`src/rtl/avalon_displays7seg_pkg.sv`:
```
// -----------------------------------------------------------------------------
// avalon_displays7seg_pkg
// Shared definitions for the 7-segment display writer (Avalon-MM master).
//   state_t            : writer FSM states
//   NUM_DIGITS_DEFAULT : number of display digits
//   DIGIT_STRIDE       : byte stride between digit registers in the slave
//   BYTEENABLE_DIGIT   : byte enable used for every digit write
//   digit_addr()       : byte address of a digit register
// -----------------------------------------------------------------------------
package avalon_displays7seg_pkg;

  typedef enum logic [1:0] {
    ST_IDLE  = 2'd0,
    ST_SCAN  = 2'd1,
    ST_WRITE = 2'd2,
    ST_DONE  = 2'd3
  } state_t;

  localparam int NUM_DIGITS_DEFAULT = 8;
  localparam int DIGIT_STRIDE       = 4;

  localparam logic [3:0] BYTEENABLE_DIGIT = 4'b0001;

  // Digit i lives at base + DIGIT_STRIDE*i.
  function automatic logic [31:0] digit_addr(input logic [31:0] base,
                                             input logic [31:0] idx);
    return base + (idx * 32'(DIGIT_STRIDE));
  endfunction

endpackage

```
`src/rtl/avalon_displays7seg_shadow.sv`:
```
// -----------------------------------------------------------------------------
// avalon_displays7seg_shadow
// Shadow copy of the nibble last written to each display digit, plus a valid
// bit per digit. Produces the dirty flag for the digit currently being scanned.
//   clk, reset : clock, asynchronous active-high reset (invalidates all digits)
//   i_idx      : digit index under inspection / being updated
//   i_nibble   : requested nibble for digit i_idx
//   i_mask     : captured per-digit update mask
//   i_wr_en    : write-update strobe; stores i_nibble at i_idx and marks valid
//   o_dirty    : digit i_idx is enabled and differs from (or lacks) its shadow
// -----------------------------------------------------------------------------
module avalon_displays7seg_shadow
  import avalon_displays7seg_pkg::*;
#(
  parameter int NUM_DIGITS = NUM_DIGITS_DEFAULT,
  parameter int IDX_W      = 3
) (
  input  logic                  clk,
  input  logic                  reset,
  input  logic [IDX_W-1:0]      i_idx,
  input  logic [3:0]            i_nibble,
  input  logic [NUM_DIGITS-1:0] i_mask,
  input  logic                  i_wr_en,
  output logic                  o_dirty
);

  logic [NUM_DIGITS-1:0] w_dirty_vec;

  genvar gi;
  generate
    for (gi = 0; gi < NUM_DIGITS; gi++) begin : g_digit
      logic [3:0] r_nibble;
      logic       r_valid;
      logic       w_sel;

      assign w_sel = (i_idx == IDX_W'(gi));

      always_ff @(posedge clk or posedge reset) begin
        if (reset) begin
          r_nibble <= 4'h0;
          r_valid  <= 1'b0;
        end else if (i_wr_en && w_sel) begin
          r_nibble <= i_nibble;
          r_valid  <= 1'b1;
        end
      end

      // Only the selected digit can contribute, so the OR below acts as a mux.
      assign w_dirty_vec[gi] = w_sel & i_mask[gi] &
                               (~r_valid | (r_nibble != i_nibble));
    end
  endgenerate

  assign o_dirty = |w_dirty_vec;

endmodule

```
`src/rtl/avalon_displays7seg_writer.sv`:
```
// -----------------------------------------------------------------------------
// avalon_displays7seg_writer
// Avalon-MM master feeding the 8-digit 7-segment display slave. A request
// (32-bit hex value + per-digit mask) is scanned digit by digit; every enabled
// digit whose value differs from the shadow copy gets one single-word write.
//   clk, reset         : clock, asynchronous active-high reset
//   in_valid/in_ready  : request handshake (accepted only in IDLE)
//   in_data            : hex value, digit i = in_data[4i+3:4i]
//   in_mask            : bit i enables updates of digit i
//   avm_*              : Avalon-MM write master (registered outputs)
//   busy               : request in progress
//   done               : one-cycle pulse when a request completes
// -----------------------------------------------------------------------------
module avalon_displays7seg_writer
  import avalon_displays7seg_pkg::*;
#(
  parameter logic [31:0] BASE_ADDR  = 32'h0000_0000,
  parameter int          NUM_DIGITS = NUM_DIGITS_DEFAULT
) (
  input  logic                    clk,
  input  logic                    reset,
  input  logic                    in_valid,
  output logic                    in_ready,
  input  logic [4*NUM_DIGITS-1:0] in_data,
  input  logic [NUM_DIGITS-1:0]   in_mask,
  output logic [31:0]             avm_address,
  output logic                    avm_write,
  output logic [31:0]             avm_writedata,
  output logic [3:0]              avm_byteenable,
  input  logic                    avm_waitrequest,
  output logic                    busy,
  output logic                    done
);

  localparam int IDX_W = (NUM_DIGITS > 1) ? $clog2(NUM_DIGITS) : 1;
  localparam logic [IDX_W-1:0] LAST_IDX = IDX_W'(NUM_DIGITS - 1);

  state_t                  r_state;
  logic [IDX_W-1:0]        r_idx;
  logic [4*NUM_DIGITS-1:0] r_data;
  logic [NUM_DIGITS-1:0]   r_mask;
  logic                    r_in_ready;
  logic                    r_avm_write;
  logic [31:0]             r_avm_address;
  logic [31:0]             r_avm_writedata;
  logic [3:0]              r_avm_byteenable;
  logic                    r_busy;
  logic                    r_done;

  logic [3:0]              w_nibble;
  logic                    w_dirty;
  logic                    w_write_done;
  logic                    w_last;

  assign w_nibble     = r_data[{r_idx, 2'b00} +: 4];
  assign w_last       = (r_idx == LAST_IDX);
  // The slave accepts the write on the first edge without waitrequest.
  assign w_write_done = (r_state == ST_WRITE) && !avm_waitrequest;

  avalon_displays7seg_shadow #(
    .NUM_DIGITS (NUM_DIGITS),
    .IDX_W      (IDX_W)
  ) u_shadow (
    .clk      (clk),
    .reset    (reset),
    .i_idx    (r_idx),
    .i_nibble (w_nibble),
    .i_mask   (r_mask),
    .i_wr_en  (w_write_done),
    .o_dirty  (w_dirty)
  );

  always_ff @(posedge clk or posedge reset) begin
    if (reset) begin
      r_state          <= ST_IDLE;
      r_idx            <= '0;
      r_data           <= '0;
      r_mask           <= '0;
      r_in_ready       <= 1'b0;
      r_avm_write      <= 1'b0;
      r_avm_address    <= '0;
      r_avm_writedata  <= '0;
      r_avm_byteenable <= '0;
      r_busy           <= 1'b0;
      r_done           <= 1'b0;
    end else begin
      r_done <= 1'b0;
      unique case (r_state)
        ST_IDLE: begin
          r_in_ready <= 1'b1;
          r_busy     <= 1'b0;
          if (in_valid && r_in_ready) begin
            r_data     <= in_data;
            r_mask     <= in_mask;
            r_idx      <= '0;
            r_in_ready <= 1'b0;
            r_busy     <= 1'b1;
            r_state    <= ST_SCAN;
          end
        end

        ST_SCAN: begin
          if (w_dirty) begin
            // Bus outputs are set up here so they are valid for the whole
            // WRITE state and stay frozen during waitrequest.
            r_avm_write      <= 1'b1;
            r_avm_address    <= digit_addr(BASE_ADDR, 32'(r_idx));
            r_avm_writedata  <= {28'b0, w_nibble};
            r_avm_byteenable <= BYTEENABLE_DIGIT;
            r_state          <= ST_WRITE;
          end else if (w_last) begin
            r_done  <= 1'b1;
            r_state <= ST_DONE;
          end else begin
            r_idx <= r_idx + 1'b1;
          end
        end

        ST_WRITE: begin
          if (!avm_waitrequest) begin
            r_avm_write      <= 1'b0;
            r_avm_address    <= '0;
            r_avm_writedata  <= '0;
            r_avm_byteenable <= '0;
            if (w_last) begin
              r_done  <= 1'b1;
              r_state <= ST_DONE;
            end else begin
              r_idx   <= r_idx + 1'b1;
              r_state <= ST_SCAN;
            end
          end
        end

        ST_DONE: begin
          r_in_ready <= 1'b1;
          r_busy     <= 1'b0;
          r_state    <= ST_IDLE;
        end

        default: begin
          r_state <= ST_IDLE;
        end
      endcase
    end
  end

  assign in_ready       = r_in_ready;
  assign avm_write      = r_avm_write;
  assign avm_address    = r_avm_address;
  assign avm_writedata  = r_avm_writedata;
  assign avm_byteenable = r_avm_byteenable;
  assign busy           = r_busy;
  assign done           = r_done;

endmodule

```
`config.mk`:
```
export PLATFORM = sky130hd
export DESIGN_NAME = avalon_displays7seg_writer
export DESIGN_NICKNAME = d
export VERILOG_FILES = /design/src/rtl/avalon_displays7seg_pkg.sv /design/src/rtl/avalon_displays7seg_shadow.sv /design/src/rtl/avalon_displays7seg_writer.sv
export SDC_FILE = /design/constraint.sdc
export NUM_CORES = 1
export LEC_CHECK = 0
export BUFFER_PORTS_ARGS = -buffer_cell sky130_fd_sc_hd__buf_4
export CORE_MARGIN = 1.5
export CORE_UTILIZATION = 45
export DETAILED_ROUTE_END_ITERATION = 6
export HOLD_SLACK_MARGIN = 0.02
export PLACE_DENSITY = 0.68
export SYNTH_ARGS = -nofsm -noshare
export SYNTH_HDL_FRONTEND = slang
export SYNTH_SLANG_ARGS = --single-unit
```
`constraint.sdc`:
```
create_clock -name clk -period 4.3 [get_ports clk]
set_input_delay 0.645 -clock clk [delete_from_list [all_inputs] [get_ports clk]]
set_output_delay 0.645 -clock clk [all_outputs]
set_load 0.02 [all_outputs]
```
==> out/metrics.yaml, run 1 <==
worstReg2RegEnd: "r_state[1]$_DFFE_PP0P_"
cts_tree: "built"
gp_congestion: 0.757
ys.flop_type: "dfrtp_1"
cts_num_sinks: 96
r2r_cells: 9
fmax_ghz: 0.278
crit_path_max_fanout: 18
wl_um: 9530
drtIter0Drc: 140
yosysWarnings: 0
p_total_w: 0.00439
crit_path_end_kind: "flip-flop"
synth_top_family_by_area: "multiplexers"
final.setup.tns_ns: 0
syn_avg_cell_area_um2: 11.2
synth-xor-area-share_pct: 4.10
maxSlewViolCount: 0
track_usage_pct: 17.0
critPathTopFamily: "multiplexers"
dp_hpwl_um: 6770
synth-simple-area-share_pct: 10.4
die_width_um: 110
diodes: 0
synth_top_area_share_pct: 46.8
crit_type: "reg2reg"
rsz0062_at_grt: "no"
p_leak_nw: 2.63
cts_resized: 0
area_growth_pct: 10.5
setup_violations: 0
grt_pass1_wl_um: 15600
hp-class: "in2async"
viasPerCell: 5.02
ios: 116
grt_pass1_vias: 3139
arrival_ns: 3.82
die_y_um: 110
routedWlPerCell_um: 14.6
cts_buffers: 9
drv_cap: 0
synthArstFlopShare_pct: 100
antenna_left: 0
synth-compound-area-share_pct: 8.25
grt_max_degree: 69
antenna_found_initial: 0
cts_root_buf: "clkbuf_16"
min_period_over_period_pct: 83.8
nets: 561
relSlewSlack_pct: 30.2
first_pass_iters: 4
rows: 38
rr_startpoint: "r_idx[2]$_DFFE_PP0P_"
yosys.area_share.adder_pct: 2.44
clk_latency_ns: 0.34
timing_worst_slew_pin_value_ns: 1.05
start_kind: "flip-flop"
ir_drop_mv: 0.312
ys_seq_area_share_pct: 46.8
dr_total_vias: 3268
status: "completed"
clockBufferDepth: 2
p_per_area_nw_per_um2: 775
yosysTopAreaCell: "dfrtp_1"
ys_seq_elements: 96
finalHoldViolCount: 0
syn-instance-count: 457
cts_hold_buffers: 0
design.die.area_um2: 12000
synth-edff-count: 0
start_util_pct: 46.7
timing.reg2reg.setup_slack_ns: 0.70
grt.overflow.total: 0
cts.htree.levels: 3
period_minus_slack_ns: 3.60
cts.clk_slew.worst_paths_ns: 0.06
slowest_delay_ns: 0.82
synth_area_leaders: "dfrtp_1, mux2_2, buf_4"
port_buffers: 55
cp.required_ns: 4.52
yosysUniqueCellTypes: 48
fin_skew_ns: 0.00746
path_cells: "mux4_2, mux2i_4, buf_4, xor2_1, a41oi_1, a31oi_1, nand4_4, or2_0, o311a_1"
cpMaxStageDelayCell: "dfrtp_1"
syn_area_um2: 5130
crit_buf_inv: 1
muxShareOfSynthArea_pct: 16.5
drive_gt1_share_pct: 26.2
coreArea_um2: 11000
drc_errors: 0
cts_setup_buffers: 0
## where the power goes
part | leakage [nW] | internal [W] | switching (W)
clock | 0.119 | 0.000388 | 0.000316
combinational | 1.32 | 0.000965 | 0.00112
sequential | 1.19 | 0.00130 | 0.000303
## worst reg2reg max path, stage by stage (launching register included)
cell and delay [ns]:
dfrtp_1 0.82, mux4_2 0.45, mux2i_4 0.42, buf_4 0.27, xor2_1 0.17, a41oi_1 0.14
a31oi_1 0.29, nand4_4 0.31, or2_0 0.33, o311a_1 0.29
## cell type report
cell class	count	area, µm²
Inverter	10	38.8
Sequential cell	96	2400
Timing Repair Buffer	57	428
Clock inverter	3	20.0
Multi-Input combinational cell	333	2370
Tap cell	140	175
Clock buffer	12	236
Fill cell	958	5320
## synthesized netlist by cell type, drive strengths merged (8+ instances only)
library cell / number
inv: 10
nor2: 17
nand2b: 15
mux4: 8
a21oi: 18
nand2: 43
ha: 10
xor2: 16
dfrtp: 96
mux2: 43
xnor2: 8
o21ai: 23
mux2i: 13
buf: 71
## flip-flops by register name, indices dropped and copies added, names as in the netlist
name,flops
r_state,2
r_data,32
done,1
in_ready,1
r_mask,8
busy,1
r_idx,3
avm_address,3
avm_write,1
avm_writedata,4
u_shadow.g_digit.r_valid,8
u_shadow.g_digit.r_nibble,32
## stage by stage
step                      util, %  hold WS, ns  worst slack [ns]  instances  cell area [µm²]
after global routing         51.6        0.368             0.495        651             5670
after CTS                    51.6        0.332             0.711        651             5670
after floorplan                 -        0.458              1.15        516             5350
after detailed placement     49.3        0.479             0.771        636             5410
after global placement       49.3        0.471             0.773        636             5410
final                        51.6        0.325             0.698        651             5670
## cells in the final DEF, fill, tap and decap left out, types with 3 or more instances in the layout
cell type,n
dfrtp_1,96
conb_1,60
buf_4,57
mux2_2,43
nand2_1,43
o21ai_0,23
nor2_1,17
a21oi_1,17
xor2_1,16
nand2b_1,15
ha_1,10
mux2i_1,9
clkbuf_16,9
inv_1,8
mux4_2,8
xnor2_1,8
and3_1,7
nand4_1,6
mux2i_4,4
nand3_1,4
a31oi_1,4
o2bb2ai_1,4
nor4_1,3
or2_2,3
nor2b_1,3
o211ai_1,3
clkbuf_1,3
## layer usage
layer | track usage [%] | up-vias | routed length, µm
li1 | - | 1557 | -
met1 | 22.1 | 1601 | 4350
met2 | 28.6 | 98 | 4640
met3 | 2.90 | 12 | 393
met4 | 6.40 | 0 | 148
met5 | 0 | - | 0
## kinds of logic (layout without fill, tap and decap cells)
family | after synthesis | in the layout
xor gates and xnor gates | 24 | 24
DFF | 96 | 96
buffers and inverters | 87 | 82
muxes | 64 | 64
and+or+nand+nor | 108 | 108
adders and majority gates | 10 | 10
AOI/OAI and AO/OA | 67 | 67
other | 1 | 60
## worst max path at each step
stage	slack, ns	to	from	cells after the start
2_1_floorplan	1.15	avm_address[2]$_DFFE_PP0P_	reset	1
3_3_place_gp	0.77	r_state[1]$_DFFE_PP0P_	r_idx[2]$_DFFE_PP0P_	9
3_5_place_dp	0.77	r_state[1]$_DFFE_PP0P_	r_idx[2]$_DFFE_PP0P_	9
4_1_cts	0.71	r_state[1]$_DFFE_PP0P_	r_idx[2]$_DFFE_PP0P_	9
5_1_grt	0.50	r_state[1]$_DFFE_PP0P_	r_idx[2]$_DFFE_PP0P_	9
6_report	0.70	r_state[1]$_DFFE_PP0P_	r_idx[2]$_DFFE_PP0P_	9
No activity file was read; power rests on OpenSTA's default activity.
==> run 2, diff against run 1 <==
--- a/config.mk
+++ b/config.mk
@@ -10,7 +10,7 @@
 export CORE_UTILIZATION = 45
 export DETAILED_ROUTE_END_ITERATION = 6
 export HOLD_SLACK_MARGIN = 0.02
-export PLACE_DENSITY = 0.68
+export PLACE_DENSITY = 0.71
 export SYNTH_ARGS = -nofsm -noshare
 export SYNTH_HDL_FRONTEND = slang
 export SYNTH_SLANG_ARGS = --single-unit
==> constraint.sdc (replaced) <==
create_clock -name clk -period 3.3 [get_ports clk]
set_input_delay 0.495 -clock clk [delete_from_list [all_inputs] [get_ports clk]]
set_output_delay 0.495 -clock clk [all_outputs]
set_load 0.02 [all_outputs]
==> run 2 against run 1 <==
Sequential share of layout area is 0.75 points lower. Cell count increased by 1.4%. Die area unchanged. Combinational power rose by 43%. Sequential power up 30%. Clock power up 29%. Critical path type unchanged. Critical endpoint unchanged. Highest routed layer unchanged.
==> out/metrics.yaml, run 2 (synthesized netlist as in run 1, its figures left out) <==
track_usage_pct: 17.7  # +0.64 points
cts_tree: "built"
layout_commonest_cell: "dfrtp_1"
cts_resized: 0  # unchanged
crit_path_max_fanout: 12  # -6
antenna_found_initial: 0  # unchanged
cpMaxStageDelayCell: "mux4_2"
p_switching_w: 0.00234  # +34%
arrival_ns: 3.29  # -0.53 ns
grt.overflow.total: 0  # unchanged
cp.required_ns: 3.52  # -1.00 ns
wl_um: 9710  # +1.8%
port_buffers: 55  # unchanged
n_fill_cell: 987  # +3.0%
cts_num_sinks: 96  # unchanged
pwr-share-seq_pct: 34.8  # -1.6 points
p_leak_nw: 2.69  # +2.4%
grt_pass1_vias: 3274  # +4.3%
rows: 38  # unchanged
reg_top3: "r_data: 32 flops, u_shadow.g_digit.r_nibble: 32 flops"
combPwrFrac_pct: 50.0  # +2.4 points
drive_gt1_share_pct: 27.9  # +1.7 points
cts_setup_buffers: 0  # unchanged
dpl_cell_area_um2: 5520  # +1.9%
fmax_ghz: 0.326  # +18%
routedWlPerCell_um: 14.7  # +0.43%
routed-wl-met2_um: 4520  # -2.7%
multiInputGateArea_um2: 2370  # unchanged
fin_skew_ns: 0.00828  # +0.000818 ns
cts_hold_buffers: 0  # unchanged
crit_path_end_kind: "flip-flop"
status: "completed"
grt_max_degree: 97  # +41%
clock_power_share_pct: 15.2  # -0.8 points
first_pass_iters: 6  # +2
period_minus_slack_ns: 3.07  # -0.537 ns
met3WireLength_um: 421  # +7.1%
antenna_left: 0  # unchanged
fin_hold_ws_ns: 0.272  # -0.0531 ns
min_period_over_period_pct: 92.9  # +9.1 points
clk_latency_ns: 0.34  # about the same
ios: 116  # unchanged
p_per_area_nw_per_um2: 1030  # +33%
hp-class: "in2async"
regArea_um2: 2400  # about the same
maxSlewViolCount: 0  # unchanged
r2r_cells: 9  # unchanged
stdcell_area_um2: 5770  # +1.9%
diodes: 0  # unchanged
timing_worst_slew_pin_value_ns: 0.584  # -0.461 ns
internal_power_w: 0.00363  # +37%
path_cells: "mux4_2, mux2i_4, buf_4, xor2_1, a41oi_1, a31oi_1, nand4_4, or2_0, o311a_1"
cts.clk_slew.worst_paths_ns: 0.06  # about the same
finalHoldViolCount: 0  # unchanged
design.die.area_um2: 12000  # unchanged
clockBufferDepth: 2  # unchanged
viasPerCell: 4.99  # -0.67%
wl_met1_um: 4490  # +3.4%
most-common-layout-cells: "dfrtp_1, buf_4, conb_1"
die_width_um: 110  # unchanged
ir_drop_mv: 0.546  # +75%
drc_errors: 0  # unchanged
cts.htree.levels: 3  # unchanged
die_y_um: 110  # unchanged
crit_type: "reg2reg"
slowest_delay_ns: 0.56  # -0.26 ns
dr_total_vias: 3291  # +0.70%
relSlewSlack_pct: 61.0  # +31 points
switching_share_pct: 39.2  # -0.48 points
nets: 570  # +1.6%
area_growth_pct: 12.5
rsz0062_at_grt: "no"
grt_pass1_wl_um: 16000  # +2.7%
start_util_pct: 46.7  # unchanged
dp_hpwl_um: 7140  # +5.3%
final.setup.tns_ns: 0  # unchanged
gp_congestion: 0.866  # +14%
top_layer: "met4"
coreArea_um2: 11000  # unchanged
start_kind: "flip-flop"
drtIter0Drc: 153  # +9.3%
cts_buffers: 9  # unchanged
setup_violations: 0  # unchanged
cts_root_buf: "clkbuf_16"
drv_cap: 0  # unchanged
## run 2: cell types whose count changed in the layout (fill, tap and decap cells not counted), sizes merged
| cell | delta |
|---|---|
| clkinv | +2 |
| buf | +9 |
| clkinvlp | -1 |
| clkbuf | -1 |
## run 2: final timing paths
path / startpoint / endpoint / slack (ns)
setup / recovery: r_idx[0]$_DFFE_PP0P_ / r_state[1]$_DFFE_PP0P_ / 0.23
hold / removal: reset / r_data[19]$_DFFE_PP0P_ / 0.27
setup reg to reg: r_idx[0]$_DFFE_PP0P_ / r_state[1]$_DFFE_PP0P_ / 0.23
hold reg to reg: busy$_DFFE_PP0P_ / busy$_DFFE_PP0P_ / 0.48
max in group asynchronous: reset / r_idx[2]$_DFFE_PP0P_ / 2.64
min in group clk: in_data[22] / r_data[22]$_DFFE_PP0P_ / 0.38
## run 2: power by group through the flow
stage          clock network (W)  registers [W]  logic [W]
6_report                0.000909        0.00208    0.00298
5_1_grt                 0.000992        0.00215    0.00326
4_1_cts                 0.000935        0.00207    0.00299
3_5_place_dp                   0        0.00209    0.00298
3_3_place_gp                   0        0.00207    0.00291
2_1_floorplan                  0        0.00199    0.00230
## run 2: final cells by class
type	count	area share [%]
flip-flops and latches	96	41.6
clock buffers	11	4.03
well taps	140	3.03
repair buffers	66	9.23
inverters	10	0.672
multi-input cells	333	41.0
clock inverters	4	0.390
## run 2: critical path: cells and delay by family, from the launching register on
| family | cells | cell delay [ns] |
|---|---|---|
| buffers and inverters | 1 | 0.23 |
| AOI/OAI and AO/OA | 3 | 0.72 |
| xor gates and xnor gates | 1 | 0.17 |
| and+or+nand+nor | 2 | 0.53 |
| DFF | 1 | 0.48 |
| muxes | 2 | 0.80 |
## run 2: stage by stage
step                      std cells  utilization [%]  power [W]  setup WS [ns]
final                           660             52.6    0.00597          0.235
after global routing            660             52.6    0.00639         0.0257
after CTS                       660             52.5    0.00600          0.144
after detailed placement        645             50.2    0.00507          0.143
after global placement          645             50.2    0.00497          0.177
after floorplan                 516                -    0.00429          0.300
## run 2: layer usage
layer | GRT usage, % | vias up
met5 | 0 | -
met4 | 9.28 | 0
met3 | 3.26 | 18
met2 | 27.6 | 113
met1 | 23.4 | 1588
li1 | - | 1572
==> run 3, diff against run 2 <==
--- a/config.mk
+++ b/config.mk
@@ -6,11 +6,14 @@
 export NUM_CORES = 1
 export LEC_CHECK = 0
 export BUFFER_PORTS_ARGS = -buffer_cell sky130_fd_sc_hd__buf_4
+export CAP_MARGIN = 20
 export CORE_MARGIN = 1.5
 export CORE_UTILIZATION = 45
+export CTS_CLUSTER_DIAMETER = 150
 export DETAILED_ROUTE_END_ITERATION = 6
 export HOLD_SLACK_MARGIN = 0.02
 export PLACE_DENSITY = 0.71
+export RECOVER_POWER = 25
 export SYNTH_ARGS = -nofsm -noshare
 export SYNTH_HDL_FRONTEND = slang
 export SYNTH_SLANG_ARGS = --single-unit
==> run 3 against run 2 <==
The flow now finishes with violations (max-capacitance violations, max-slew violations). Largest power group unchanged. Sequential cell count did not move. Cell count did not move. Highest routed layer unchanged. Core utilization fell by 0.14 points. Global-route usage did not move. Combinational power barely moved. Count of clock-buffer cells in the layout did not move. Clock power barely moved. Design area fell by 0.26%.
==> out/metrics.yaml, run 3 (synthesized netlist as in run 1, its figures left out) <==
die_y_um: 110  # unchanged
pwr-share-seq_pct: 34.8  # about the same
ios: 116  # unchanged
combPwrFrac_pct: 49.9  # about the same
track_usage_pct: 17.7  # unchanged
crit_buf_inv: 1  # unchanged
regArea_um2: 2400  # unchanged
timing_worst_slew_pin_value_ns: 2.31  # +1.73 ns
design.die.area_um2: 12000  # unchanged
fmax_ghz: 0.326  # about the same
rsz0062_at_grt: "no"
p_switching_w: 0.00234  # -0.21%
maxSlewViolCount: 97  # +97
cts.htree.levels: 3  # unchanged
status: "finished, violations left"
most-common-layout-cells: "dfrtp_1, buf_4, conb_1"
finalHoldViolCount: 0  # unchanged
internal_power_w: 0.00362  # about the same
antenna_left: 0  # unchanged
start_kind: "flip-flop"
wl_um: 9690  # -0.20%
cts_hold_buffers: 0  # unchanged
slowest_delay_ns: 0.56  # about the same
rows: 38  # unchanged
violations: "max-capacitance violations, max-slew violations"
nets: 570  # unchanged
p_per_area_nw_per_um2: 1040  # +0.14%
period_minus_slack_ns: 3.06  # -0.000592 ns
min_period_over_period_pct: 92.9  # about the same
viasPerCell: 5.01  # +0.52%
ir_drop_mv: 0.545  # -0.27%
dp_slack_ns: 0.143  # unchanged
diodes: 0  # unchanged
clock_power_share_pct: 15.2  # about the same
die_width_um: 110  # unchanged
fin_ws_ns: 0.235  # +0.000592 ns
relSlewSlack_pct: -54.0  # -120 points
critPathTopFamily: "multiplexers"
clk_latency_ns: 0.34  # about the same
hp-class: "in2reg"
path_cells: "mux4_2, mux2i_4, buf_4, xor2_1, a41oi_1, a31oi_1, nand4_4, or2_0, o311a_1"
cts_root_buf: "clkbuf_16"
grt_max_degree: 97  # unchanged
antenna_found_initial: 0  # unchanged
setup_violations: 0  # unchanged
start_util_pct: 46.7  # unchanged
drtIter0Drc: 150  # -2.0%
crit_type: "reg2reg"
reg_top3: "r_data: 32 flops, u_shadow.g_digit.r_nibble: 32 flops"
gp_congestion: 0.866  # unchanged
port_buffers: 55  # unchanged
grt_pass1_vias: 3274  # unchanged
switching_share_pct: 39.2  # about the same
cp.required_ns: 3.52  # about the same
drv_cap: 1  # +1
cts_tree: "built"
p_leak_nw: 2.69  # -0.34%
grt.overflow.total: 0  # unchanged
coreArea_um2: 11000  # unchanged
clockBufferDepth: 2  # unchanged
cts_num_sinks: 96  # unchanged
drive_gt1_share_pct: 27.9  # unchanged
first_pass_iters: 4  # -2
cpMaxStageDelayCell: "mux4_2"
grt_pass1_wl_um: 16000  # unchanged
crit_path_end_kind: "flip-flop"
fin_skew_ns: 0.00744  # -0.000844 ns
final.setup.tns_ns: 0  # unchanged
routedWlPerCell_um: 14.7  # -0.20%
dp_hpwl_um: 7140  # unchanged
cts_buffers: 9  # unchanged
fin_hold_ws_ns: 0.384  # +0.112 ns
n_fill_cell: 988  # +0.10%
arrival_ns: 3.29  # about the same
multiInputGateArea_um2: 2370  # unchanged
crit_path_max_fanout: 12  # unchanged
layout_commonest_cell: "dfrtp_1"
cts.clk_slew.worst_paths_ns: 0.06  # about the same
area_growth_pct: 12.2
drc_errors: 0  # unchanged
dr_total_vias: 3308  # +0.52%
run 3: changes by cell type in the layout (fill, tap and decap cells not counted):
cell | before | now
buf_4 | 63 | 62
clkbuf_4 | 0 | 1
clkinv_2 | 4 | 3
clkbuf_2 | 0 | 1
clkinvlp_2 | 0 | 1
buf_12 | 3 | 2
run 3: timing repair:
| action | in CTS | in global routing |
|---|---|---|
| resized for setup | 0 | 1 |
| endpoints found under the setup margin | 0 | 1 |
| setup buffers | 0 | 0 |
run 3: through the flow:
step	total power, W	instance area, µm²	instances	util, %
3_3_place_gp	0.00497	5520	645	50.2
6_report	0.00596	5760	660	52.4
3_5_place_dp	0.00507	5520	645	50.2
4_1_cts	0.00600	5770	660	52.5
2_1_floorplan	0.00429	5350	516	-
5_1_grt	0.00639	5760	660	52.4
run 3: worst reg2reg max path, delay by kind of cell, from the launching register on:
family,cells,cell delay (ns)
AOI/OAI and AO/OA,3,0.72
and+or+nand+nor,2,0.53
buffers and inverters,1,0.23
DFF,1,0.48
muxes,2,0.80
xor gates and xnor gates,1,0.17
run 3: routing by layer:
| layer | GRT usage, % | part of all wire, % |
|---|---|---|
| met1 | 23.4 | 46 |
| met2 | 27.6 | 46 |
| met3 | 3.26 | 4.4 |
| met4 | 9.28 | 2.9 |
| met5 | 0 | 0 |
run 3: power by group through the flow:
stage               Sequential, W  Combinational (W)  Clock [W]
finish                    0.00208            0.00298   0.000908
detailed placement        0.00209            0.00298          0
floorplan                 0.00199            0.00230          0
global placement          0.00207            0.00291          0
CTS                       0.00207            0.00299   0.000935
global route              0.00215            0.00325   0.000992
run 3: path summary, 6_finish.rpt:
check,cells after the start,slack [ns],startpoint,endpoint
max reg2reg,9,0.24,r_idx[0]$_DFFE_PP0P_,r_state[1]$_DFFE_PP0P_
min reg2reg,1,0.48,busy$_DFFE_PP0P_,busy$_DFFE_PP0P_
min,2,0.38,in_data[22],r_data[22]$_DFFE_PP0P_
min in group asynchronous,3,1.01,reset,r_data[6]$_DFFE_PP0P_
max in group asynchronous,3,0.76,reset,r_idx[2]$_DFFE_PP0P_
max,9,0.24,r_idx[0]$_DFFE_PP0P_,r_state[1]$_DFFE_PP0P_
run 3: cell type report:
cell class / instances / area share, %
clock buffer: 11 / 4.04
clock inverter: 4 / 0.391
inverter: 10 / 0.674
multi-input combinational: 333 / 41.1
sequential: 96 / 41.8
tap: 140 / 3.04
timing repair buffer: 66 / 9.00
